==> src/rtl/uart_pkg.sv <==
// Shared definitions for the configurable UART receiver:
//   - rx_state_e : receiver FSM state encoding
//   - PARITY_*   : parity mode constants for the PARITY_MODE parameter
//   - mid_count  : the centre count M of a bit period
package uart_pkg;

  typedef enum logic [2:0] {
    ST_IDLE,
    ST_START,
    ST_DATA,
    ST_PARITY,
    ST_STOP,
    ST_BRK_WAIT
  } rx_state_e;

  localparam int PARITY_NONE = 0;
  localparam int PARITY_ODD  = 1;
  localparam int PARITY_EVEN = 2;

  // Centre of a bit; the vote window is M-1, M, M+1.
  function automatic int mid_count(input int clks_per_bit);
    return (clks_per_bit - 1) / 2;
  endfunction

endpackage

==> src/rtl/uart_rx_sampler.sv <==
// Line synchroniser plus 3-sample majority voter.
// Ports:
//   clk, rst_n  : clock, async active-low reset
//   serial      : raw asynchronous RX line
//   count       : position inside the current bit period (from the FSM)
//   line        : synchronised line (second flop)
//   vote        : majority of samples at M-1, M and the current line at M+1
//   decide      : high while count == M+1 (vote is meaningful)
module uart_rx_sampler
  import uart_pkg::*;
#(
  parameter int CLKS_PER_BIT = 234,
  parameter int CNT_W        = $clog2(CLKS_PER_BIT)
) (
  input  logic             clk,
  input  logic             rst_n,
  input  logic             serial,
  input  logic [CNT_W-1:0] count,
  output logic             line,
  output logic             vote,
  output logic             decide
);

  localparam int              M     = mid_count(CLKS_PER_BIT);
  localparam logic [CNT_W-1:0] C_LO  = CNT_W'(M - 1);
  localparam logic [CNT_W-1:0] C_MID = CNT_W'(M);
  localparam logic [CNT_W-1:0] C_HI  = CNT_W'(M + 1);

  logic sync_1, sync_2;
  logic s_lo, s_mid;

  always_ff @(posedge clk or negedge rst_n) begin
    if (!rst_n) begin
      sync_1 <= 1'b1;
      sync_2 <= 1'b1;
      s_lo   <= 1'b1;
      s_mid  <= 1'b1;
    end else begin
      sync_1 <= serial;
      sync_2 <= sync_1;
      if (count == C_LO)  s_lo  <= sync_2;
      if (count == C_MID) s_mid <= sync_2;
    end
  end

  // Third sample is taken live at M+1 so the decision lands in the same cycle.
  assign line   = sync_2;
  assign vote   = (s_lo & s_mid) | (s_lo & sync_2) | (s_mid & sync_2);
  assign decide = (count == C_HI);

endmodule

==> src/rtl/uart_rx_cfg.sv <==
// Configurable UART receiver (data width, parity, stop bits) with
// majority-voted sampling and parity / framing / break reporting.
// Ports:
//   i_Clock, i_Reset_n : clock, async active-low reset
//   i_Rx_Serial        : serial input, idles high
//   o_Rx_DV            : one-cycle frame-complete pulse
//   o_Rx_Active        : high while a frame is in progress
//   o_Rx_Byte          : received data (held until next o_Rx_DV)
//   o_Parity_Err, o_Frame_Err, o_Break : status of the last frame
module uart_rx_cfg
  import uart_pkg::*;
#(
  parameter int CLKS_PER_BIT = 234,
  parameter int DATA_BITS    = 8,
  parameter int PARITY_MODE  = 0,
  parameter int STOP_BITS    = 1
) (
  input  logic                 i_Clock,
  input  logic                 i_Reset_n,
  input  logic                 i_Rx_Serial,
  output logic                 o_Rx_DV,
  output logic                 o_Rx_Active,
  output logic [DATA_BITS-1:0] o_Rx_Byte,
  output logic                 o_Parity_Err,
  output logic                 o_Frame_Err,
  output logic                 o_Break
);

  localparam int               CNT_W     = $clog2(CLKS_PER_BIT);
  localparam int               IDX_W     = $clog2(DATA_BITS);
  localparam logic [CNT_W-1:0] CNT_LAST  = CNT_W'(CLKS_PER_BIT - 1);
  localparam logic [IDX_W-1:0] IDX_LAST  = IDX_W'(DATA_BITS - 1);
  localparam logic             STOP_LAST = 1'(STOP_BITS - 1);

  rx_state_e            state, state_d;
  logic [CNT_W-1:0]     cnt, cnt_d;
  logic [IDX_W-1:0]     idx, idx_d;
  logic                 stop_idx, stop_d;
  logic [DATA_BITS-1:0] data_q, data_d;
  logic                 perr_q, perr_d, ferr_q, ferr_d, par_q, par_d;
  logic                 brk_d, done;
  logic                 line, vote, decide;

  uart_rx_sampler #(.CLKS_PER_BIT(CLKS_PER_BIT), .CNT_W(CNT_W)) u_sampler (
    .clk    (i_Clock),
    .rst_n  (i_Reset_n),
    .serial (i_Rx_Serial),
    .count  (cnt),
    .line   (line),
    .vote   (vote),
    .decide (decide)
  );

  always_ff @(posedge i_Clock or negedge i_Reset_n) begin
    if (!i_Reset_n) begin
      state        <= ST_IDLE;
      cnt          <= '0;
      idx          <= '0;
      stop_idx     <= 1'b0;
      data_q       <= '0;
      perr_q       <= 1'b0;
      ferr_q       <= 1'b0;
      par_q        <= 1'b0;
      o_Rx_DV      <= 1'b0;
      o_Rx_Byte    <= '0;
      o_Parity_Err <= 1'b0;
      o_Frame_Err  <= 1'b0;
      o_Break      <= 1'b0;
    end else begin
      state    <= state_d;
      cnt      <= cnt_d;
      idx      <= idx_d;
      stop_idx <= stop_d;
      data_q   <= data_d;
      perr_q   <= perr_d;
      ferr_q   <= ferr_d;
      par_q    <= par_d;
      o_Rx_DV  <= done;
      if (done) begin
        o_Rx_Byte    <= data_q;
        o_Parity_Err <= perr_q;
        o_Frame_Err  <= ferr_d;
        o_Break      <= brk_d;
      end
    end
  end

  always_comb begin
    state_d = state;
    cnt_d   = cnt + CNT_W'(1);
    idx_d   = idx;
    stop_d  = stop_idx;
    data_d  = data_q;
    perr_d  = perr_q;
    ferr_d  = ferr_q;
    par_d   = par_q;
    done    = 1'b0;
    // Break looks at the final stop sample; only used when done is high.
    brk_d   = (data_q == '0) && !par_q && !vote;
    case (state)
      ST_IDLE: begin
        cnt_d = '0;
        if (!line) state_d = ST_START;
      end
      ST_START: begin
        if (decide && vote) begin
          state_d = ST_IDLE;          // false start
          cnt_d   = '0;
        end else if (cnt == CNT_LAST) begin
          state_d = ST_DATA;
          cnt_d   = '0;
          idx_d   = '0;
          perr_d  = 1'b0;
          ferr_d  = 1'b0;
          par_d   = 1'b0;
        end
      end
      ST_DATA: begin
        if (decide) data_d[idx] = vote;
        if (cnt == CNT_LAST) begin
          cnt_d = '0;
          if (idx == IDX_LAST) begin
            state_d = (PARITY_MODE != PARITY_NONE) ? ST_PARITY : ST_STOP;
            stop_d  = 1'b0;
          end else begin
            idx_d = idx + IDX_W'(1);
          end
        end
      end
      ST_PARITY: begin
        if (decide) begin
          par_d  = vote;
          perr_d = (PARITY_MODE == PARITY_ODD) ? ~(^data_q ^ vote) : (^data_q ^ vote);
        end
        if (cnt == CNT_LAST) begin
          state_d = ST_STOP;
          cnt_d   = '0;
          stop_d  = 1'b0;
        end
      end
      ST_STOP: begin
        if (decide && !vote) ferr_d = 1'b1;
        // Final stop bit completes at its decision point for half-bit resync margin.
        if (decide && stop_idx == STOP_LAST) begin
          done    = 1'b1;
          cnt_d   = '0;
          state_d = vote ? ST_IDLE : ST_BRK_WAIT;
        end else if (cnt == CNT_LAST) begin
          cnt_d  = '0;
          stop_d = 1'b1;
        end
      end
      ST_BRK_WAIT: begin
        cnt_d = '0;
        if (line) state_d = ST_IDLE;
      end
      default: begin
        state_d = ST_IDLE;
        cnt_d   = '0;
      end
    endcase
  end

  assign o_Rx_Active = (state == ST_START) || (state == ST_DATA) ||
                       (state == ST_PARITY) || (state == ST_STOP);

endmodule

==> config.mk <==
export PLATFORM = sky130hd
export DESIGN_NAME = uart_rx_cfg
export DESIGN_NICKNAME = d
export VERILOG_FILES = /design/src/rtl/uart_pkg.sv /design/src/rtl/uart_rx_sampler.sv /design/src/rtl/uart_rx_cfg.sv
export SDC_FILE = /design/constraint.sdc
export NUM_CORES = 1
export LEC_CHECK = 0
export CAP_MARGIN = 15
export CORE_ASPECT_RATIO = 1.2
export CORE_UTILIZATION = 58
export CTS_CLUSTER_SIZE = 24
export DETAILED_ROUTE_END_ITERATION = 6
export PLACE_DENSITY = 0.82
export SLEW_MARGIN = 5
export SYNTH_ARGS = -nofsm -noshare
export SYNTH_HDL_FRONTEND = slang
export SYNTH_SLANG_ARGS = --single-unit
==> constraint.sdc <==
create_clock -name i_Clock -period 2.37 [get_ports i_Clock]
set_input_delay 0.237 -clock i_Clock [delete_from_list [all_inputs] [get_ports i_Clock]]
set_output_delay 0.237 -clock i_Clock [all_outputs]
set_load 0.03 [all_outputs]
## Word level (Yosys, flattened, before mapping)

Cells that the tools add are included.

| storage, ports and cells | value |
|---|---|
| register bits after elaboration | 42 |
| logic and storage cells | 113 |
| bits in read-only memories | 0 |
| memories kept | 0 |
| latch bits | 0 |
| RAM bits | 0 |

| operators by class | value |
|---|---|
| multiply operators | 0 |
| $add $sub $neg | 2 |
| muxes and demuxes | 39 |
| bitwise logic cells | 7 |
| shift-type cells | 0 |
| $lt $le $gt $ge | 2 |
| reductions and logical operators | 23 |
| div/mod/pow operators | 0 |
| equal/unequal tests | 23 |

Operators with widths:

| cell | count |
|---|---|
| $mux 3 | 13 |
| $eq 8x7->1 const B | 3 |
| $mux 8 | 3 |
| $pmux 8 s3 | 1 |
| $ne 2x2->1 const B | 11 |
| $pmux 3 s6 | 1 |
| $mux 1 | 14 |
| $eq 3x3->1 const B | 3 |
| $add 8x1->8 const B | 1 |
| $bwmux 8 | 1 |
| $eq 8x8->1 const B | 1 |
| $logic_not 8->1 | 1 |
| $reduce_xor 8->1 | 1 |
| $reduce_and 7->1 | 1 |
| $eq 3x2->1 const B | 2 |
| $logic_and 1x1->1 | 6 |
| $pmux 1 s2 | 3 |
| $pmux 3 s2 | 1 |
| $reduce_and 6->1 | 1 |
| $reduce_and 5->1 | 1 |
| $lt 3x4->1 const B | 1 |
| $reduce_and 4->1 | 1 |
| $reduce_bool 2->1 | 2 |
| $add 3x1->3 const B | 1 |
| 16 further kinds | 22 |

## Logic depth before layout (Yosys ltp)

Gate-level depths: netlist (run 1).

| depth | value |
|---|---|
| depth in word-level cells | 7 |
| gate-level depth with buffers | 8 |

## Cells and area by module

From an unflattened synthesis (run 1), not the netlist that was laid out.

| unflattened totals | value |
|---|---|
| cells, all modules | 200 |
| area total of the unflattened synthesis | 2110.8 µm² |

Modules (own cells, without submodules):

| module | area an instance (µm²) | instances | seq. area each (µm²) | cells each |
|---|---|---|---|---|
| uart_rx_cfg | 1918.1 | 1 | 950.9 | 186 |
| uart_rx_sampler | 192.7 | 1 | 105.1 | 14 |

## Worst setup path before layout (run 1)

Ideal clock, no wire load.

| timing path | value |
|---|---|
| kind | register -> register |
| from | register cnt[1] |
| to | register cnt[2] |
| path buffers | 1 |
| cell stages (with the launch flop) | 8 |
| setup slack | 0.510 ns |
| library setup time | 0.132 ns |
| arrival | 1.729 ns |
| cells stage by stage | dfrtp_1 inv_1 ha_1 and3_1 clkbuf_1 a31oi_1 o31ai_4 nor2_1 |

| between the ends | value |
|---|---|
| longest elaborated chain between the ends | 4 |
| elaborated cells between the ends (all ways) | 9 |
| classes of those cells | 1 x add/sub; 2 x eq/ne; 4 x mux; 2 x reduce/logical |

RTL lines:

| item | RTL line | RTL |
|---|---|---|
| from (decl) | uart_rx_cfg.sv:36 | `logic [CNT_W-1:0] cnt, cnt_d;` |
| from (signal assigned) | uart_rx_cfg.sv:71 | `cnt <= cnt_d;` |
| $add 8x1->8, or another cell as far along | uart_rx_cfg.sv:90 | `cnt_d = cnt + CNT_W'(1);` |
| $mux 8, or another cell as far along | -- |  |
| $mux 8, on equally long branches | uart_rx_cfg.sv:144, uart_rx_cfg.sv:106 |  |
| $pmux 8 s3 (*) | uart_rx_cfg.sv:100 | `case (state)` |
| named net cnt_d[2] | uart_rx_cfg.sv:36 |  |

The timed path passes the listed nets; every way through them passes the cells marked *.
A chain may end at the register's enable or synchronous reset.

## Final worst setup path (run 1)

| timing path | value |
|---|---|
| from | register cnt[1] |
| to | register idx[0] |

| between the ends | value |
|---|---|
| longest elaborated chain between the ends | 4 |
| elaborated cells between the ends (all ways) | 7 |
| classes of those cells | 5 x eq/ne; 2 x reduce/logical |

RTL lines:

| item | RTL line | RTL |
|---|---|---|
| $eq 8x7->1 | uart_rx_sampler.sv:49 | `assign decide = (count == C_HI);` |
| $logic_and 1x1->1 | uart_rx_cfg.sv:106 | `if (decide && vote) begin` |
| $ne 2x2->1 (no line) | -- |  |
| $reduce_and 5->1 (no line) (*) | -- |  |
| to (signal assigned) | uart_rx_cfg.sv:72 | `idx <= idx_d;` |
| to (decl) | uart_rx_cfg.sv:37 | `logic [IDX_W-1:0] idx, idx_d;` |

Every way passes the cells marked *; elsewhere a longest branch is shown, timed or not.

==> results.toml, run 1 <==
[power]
total_power_w = 0.001310
ir_drop_v = 0.0003342
power_density_mw_per_mm2 = 525.7
power.leakage_nw = 1.071

[clocking]
htreeDepth = 2
cts-buffers-inserted = 5
post_cts_resize_count = 0
cts.sinks = 42
cts_tree = "done"
clk_latency_ns = 0.29
cts_root_buf = "clkbuf_8"
clockBufferDepth = 2
clkSlewWorstSetupHoldPaths_ns = 0.07
postCtsSetupBuffers = 0
holdBufCountCts = 0

[flow_run]
maxCapViolCount = 0

[sta]
tns_ns = 0
rsz0062_at_grt = "no"
worst_slew_pin_slew_ns = 0.8910
skew_ns = 0.007405
period_minus_slack_ns = 2.071
drv_slew = 0
final-setup-viol-count = 0
fin_crit_sh_pct = 87.38
hold_viol = 0
slew_headroom_pct = 40.60
max_freq_mhz = 482.9

[synthesis]
synth_seq_cells = 42
synth_warnings = 0
syn_area_mm2 = 0.002188
syn_inst = 210
avgSynthCellArea_um2 = 10.42
synth_top_area_cell = "dfrtp_1"
netlist_top_cells_area = "dfrtp_1, ha_1, dfstp_2, mux2i_1, nand2_1"
syn_nets = 222
ys_types = 46
async_reset_ff_share_pct = 100.0
synth_edf_count = 0
ys.flop_type = "dfrtp_1"
synth-seq-area-share_pct = 48.26
synth.top_cell.area_share_pct = 43.45

[setup_path]
worst_path_max_delay_cell = "dfrtp_1"
crit_type = "reg -> reg"
crit_arrival_ns = 2.30
crit_family = "simple AND/OR/NAND/NOR gates"
path_depth = 6
startpoint_type = "flip-flop"
cp.required_ns = 2.60
cp-end-kind = "flip-flop"
cp_max_fo = 9
slowest_delay_ns = 0.41
critical_path_buf_inv_count = 1
crit_chain = "inv_1, ha_1, and3_1, nand2_1, nor3_1, mux2_2"
reg2reg_depth = 6

[global_route]
use_met1_pct = 27.40
grt_usage_pct = 22.33
antenna_found_initial = 0
grt-ovfl-total = 0
grt_use_met2_pct = 35.38
grt_pass1_wl_um = 6762
grt_max_degree = 43
grt_pass1_vias = 1505
use_met3_pct = 5.410
top_usage_layer = "met2"

[final_layout]
diodes = 0
drive_gt1_share_pct = 13.33
nFillCells = 272
final_area_mm2 = 0.002492
fin_util_pct = 68.60
regArea_mm2 = 0.001056
syn2layout_area_growth_pct = 13.89
nNetsFinal = 237
multiInputGateArea_mm2 = 0.001042

[outcome]
outcome = "complete, but fails checks"
violations = "design-rule violations"

[place]
placed_area_mm2 = 0.002380
io_buffers = 15
dp_hpwl_um = 2702
gp_congestion = 0.8625

[die]
coreArea_mm2 = 0.003633
die_area_mm2 = 0.004023
die_width_um = 58.07
rows = 24
io-pin-count = 16
die_h_um = 69.29
start_util_pct = 60.23

[detailed_routing]
wl_um = 3966
drt_iter0_markers = 94
vias = 1576
wl_per_cell_um = 14.32
vias_per_cell = 5.690
antenna_left = 0
drcViolationCount = 3
dr.pass1.iters = 6

[worst_hold_path]
worst_hold_path_type = "in -> async"
==> layout make-up <==
cell class              instances  area share [%]
flip-flops and latches         42           42.37
multi-input cells             145           41.82
repair buffers                 18           6.727
clock buffers                   6           3.313
well taps                      52           2.610
inverters                      13           1.958
clock inverters                 1           1.205
==> worst reg2reg max path, cell delays in order (launching register included) <==
cell     delay (ns)
dfrtp_1        0.41
inv_1          0.09
ha_1           0.29
and3_1         0.38
nand2_1        0.22
nor3_1         0.40
mux2_2         0.23
==> layout by cell type, fill, tap and decap left out, drive strengths merged, types with 2 or more instances in the layout <==
cell type      Yosys  layout
or3b               2       2
dfstp              4       4
clkbuf             7       6
or2                3       3
nor2b              2       2
dfrtp             38      38
buf                3       4
nand2             22      22
o21ai             15      15
a21oi              2       2
a31oi              4       4
nand2b             2       2
xnor2              7       7
nor3               4       4
nor2              12      12
nor4b              3       3
a22o               2       2
mux2               5       5
and3               3       3
and4               2       2
nor4               3       3
o21bai             2       2
mux2i              9       9
ha                 9       9
nand3              9       9
nand4              3       3
clkdlybuf4s50      0      14
xor2               4       4
nor3b              3       3
o31ai              2       2
inv               13      13
==> metrics by stage <==
step / instances / setup WS (ns) / hold slack (ns)
after floorplan: 210 / 0.5097 / -0.05859
after global placement: 270 / 0.4586 / 0.3460
after detailed placement: 270 / 0.3822 / 0.3476
after CTS: 277 / 0.3230 / 0.1081
after global routing: 277 / 0.1183 / 0.1555
final: 277 / 0.2992 / 0.06645
==> where the power goes <==
part	switching (W)	leakage (nW)	internal [W]
combinational	0.0000132	0.456	0.00000264
sequential	0.00000160	0.558	0.000719
clock	0.000236	0.0573	0.000337
==> sequential cells by signal, summed over array words and instances (netlist names) <==
register          flops
u_sampler.s_lo        1
o_Parity_Err          1
idx                   3
o_Rx_DV               1
o_Break               1
perr_q                1
o_Frame_Err           1
u_sampler.line        1
u_sampler.s_mid       1
u_sampler.sync_1      1
data_q                8
stop_idx              1
cnt                   8
state                 3
par_q                 1
ferr_q                1
o_Rx_Byte             8
==> cell usage after synthesis, types with 3 or more instances <==
master    number
nor4_1         3
inv_1         13
nor2_1        12
nand3_1        9
xnor2_1        7
mux2i_1        9
a31oi_1        4
buf_2          3
nand2_1       22
ha_1           9
nor3_1         4
mux2_2         5
xor2_1         4
and3_1         3
dfrtp_1       38
o21ai_0       15
dfstp_2        4
clkbuf_1       7
or2_2          3
==> logic make-up (layout without fill, tap and decap cells) <==
group           Yosys count  in the layout  synth area share (%)
simple gates             79             79                 21.67
mux                      14             14                 6.690
compound gates           31             31                 9.263
flops                    42             42                 48.26
fa+ha+maj                10             10                 5.603
xor+xnor                 11             11                 4.402
buf+inv                  23             38                 4.117
==> layer usage <==
| metal | vias up | wire [um] |
|---|---|---|
| met5 | - | 0 |
| met4 | 0 | 210 |
| met3 | 25 | 163 |
| met2 | 52 | 1891 |
| met1 | 742 | 1701 |
| li1 | 757 | - |
==> final timing paths <==
path / startpoint / end / slack, ns
worst min register to register: u_sampler.sync_1 / u_sampler.line / 0.36
worst max register to register: cnt[1] / idx[0] / 0.30
worst min-delay path: i_Reset_n / o_Rx_DV / 0.07
max in group asynchronous: i_Reset_n / state[0] / 1.75
min in group i_Clock: i_Rx_Serial / u_sampler.sync_1 / 0.35
worst max-delay path: cnt[1] / idx[0] / 0.30
No activity file was read; power rests on OpenSTA's default activity.
==> inputs of run 2 (changes only) <==
- MAX_ROUTING_LAYER: not set -> met4
==> results.toml, run 2 (synthesized netlist as in run 1, its figures left out) <==
[setup_path]
reg2reg_from = "cnt[1]"
crit_chain = "inv_1, ha_1, and3_1, nand2_1, nor3_1, mux2_2"
cp.required_ns = 2.60
worst_path_max_delay_cell = "dfrtp_1"
cp-startpoint = "cnt[1]"
crit_type = "reg -> reg"
cp-end-kind = "flip-flop"
crit_family = "simple AND/OR/NAND/NOR gates"
cp_max_fo = 9
critical_path_buf_inv_count = 1
crit_arrival_ns = 2.30
startpoint_type = "flip-flop"
slowest_delay_ns = 0.42

[power]
power_density_mw_per_mm2 = 526.0
power.leakage_nw = 1.071
ir_drop_v = 0.0003349
total_power_w = 0.001311

[die]
coreArea_mm2 = 0.003633
start_util_pct = 60.23
die_h_um = 69.29
die_width_um = 58.07
rows = 24
die_area_mm2 = 0.004023
io-pin-count = 16

[detailed_routing]
wl_um = 3983
vias_per_cell = 5.736
drt_iter0_markers = 84
drcViolationCount = 3
antenna_left = 0
vias = 1589
dr.pass1.iters = 6
wl_per_cell_um = 14.38

[outcome]
outcome = "complete, but fails checks"
violations = "design-rule violations"

[place]
dp_hpwl_um = 2702
pre_cts_slack_ns = 0.3822
io_buffers = 15
placed_area_mm2 = 0.002380
placed_cells = 270
gp_congestion = 0.8764

[final_layout]
drive_gt1_share_pct = 13.33
final_cell_mix = "dfrtp_1, nand2_1, o21ai_0, clkdlybuf4s50_1, inv_1"
nNetsFinal = 237
reg_top3 = "cnt: 8 flops, data_q: 8 flops, o_Rx_Byte: 8 flops"
final_area_mm2 = 0.002492
syn2layout_area_growth_pct = 13.89
final_common_cell = "dfrtp_1"
diodes = 0
layout.cells.non_filler = 277
nFillCells = 272

[global_route]
grt_use_met2_pct = 35.38
top_usage_layer = "met2"
grt_usage_pct = 23.04
use_met1_pct = 27.65
use_met3_pct = 5.410
grt_max_degree = 43
antenna_found_initial = 0
grt-ovfl-total = 0
grt_pass1_vias = 1491
grt_pass1_wl_um = 6782

[clocking]
holdBufCountCts = 0
postCtsSetupBuffers = 0
cts-buffers-inserted = 5
cts.sinks = 42
htreeDepth = 2
cts_tree = "done"
clockBufferDepth = 2
clkSlewWorstSetupHoldPaths_ns = 0.08
cts_root_buf = "clkbuf_8"
clk_latency_ns = 0.29
post_cts_resize_count = 0

[sta]
worst_slew_pin_slew_ns = 0.8873
max_freq_mhz = 483.1
fin_crit_sh_pct = 87.34
tns_ns = 0
period_minus_slack_ns = 2.070
final-setup-viol-count = 0
hold_viol = 0
skew_ns = 0.007015
setup_slack_ns = 0.3000
rsz0062_at_grt = "no"
drv_slew = 0
slew_headroom_pct = 40.85

[flow_run]
maxCapViolCount = 0

[worst_hold_path]
worst_hold_path_type = "in -> async"
## run 2: stage by stage
stage                     utilization [%]  hold WS, ns
final                               68.60      0.06331
after global routing                68.60       0.1555
after CTS                           68.60       0.1081
after detailed placement            65.50       0.3476
after global placement              65.50       0.3460
after floorplan                         -     -0.05859
## run 2: cell type report
type                    count  area [um2]  share of cell area (%)
flip-flops and latches     42        1056                   42.37
multi-input cells         145        1042                   41.82
repair buffers             18       167.7                   6.727
clock buffers               6       82.58                   3.313
well taps                  52       65.06                   2.610
inverters                  13       48.80                   1.958
clock inverters             1       30.03                   1.205
## run 2: metal layers
metal  vias up  wire length (um)
met5         -                 0
met1       745              1728
met3        27               155
met4         0               199
li1        761                 -
met2        56              1899
## run 2: final timing paths
check | end | slack (ns) | depth (start not counted)
max | idx[0] | 0.30 | 6
min | o_Rx_DV | 0.06 | 1
max reg2reg | idx[0] | 0.30 | 6
min reg2reg | u_sampler.line | 0.36 | 0
max in group asynchronous | state[0] | 1.75 | 1
min in group i_Clock | u_sampler.sync_1 | 0.35 | 1
## run 2: power breakdown
| part | switching, W | internal (W) |
|---|---|---|
| clock network | 0.000237 | 0.000337 |
| registers | 0.00000160 | 0.000719 |
| logic | 0.0000132 | 0.00000264 |
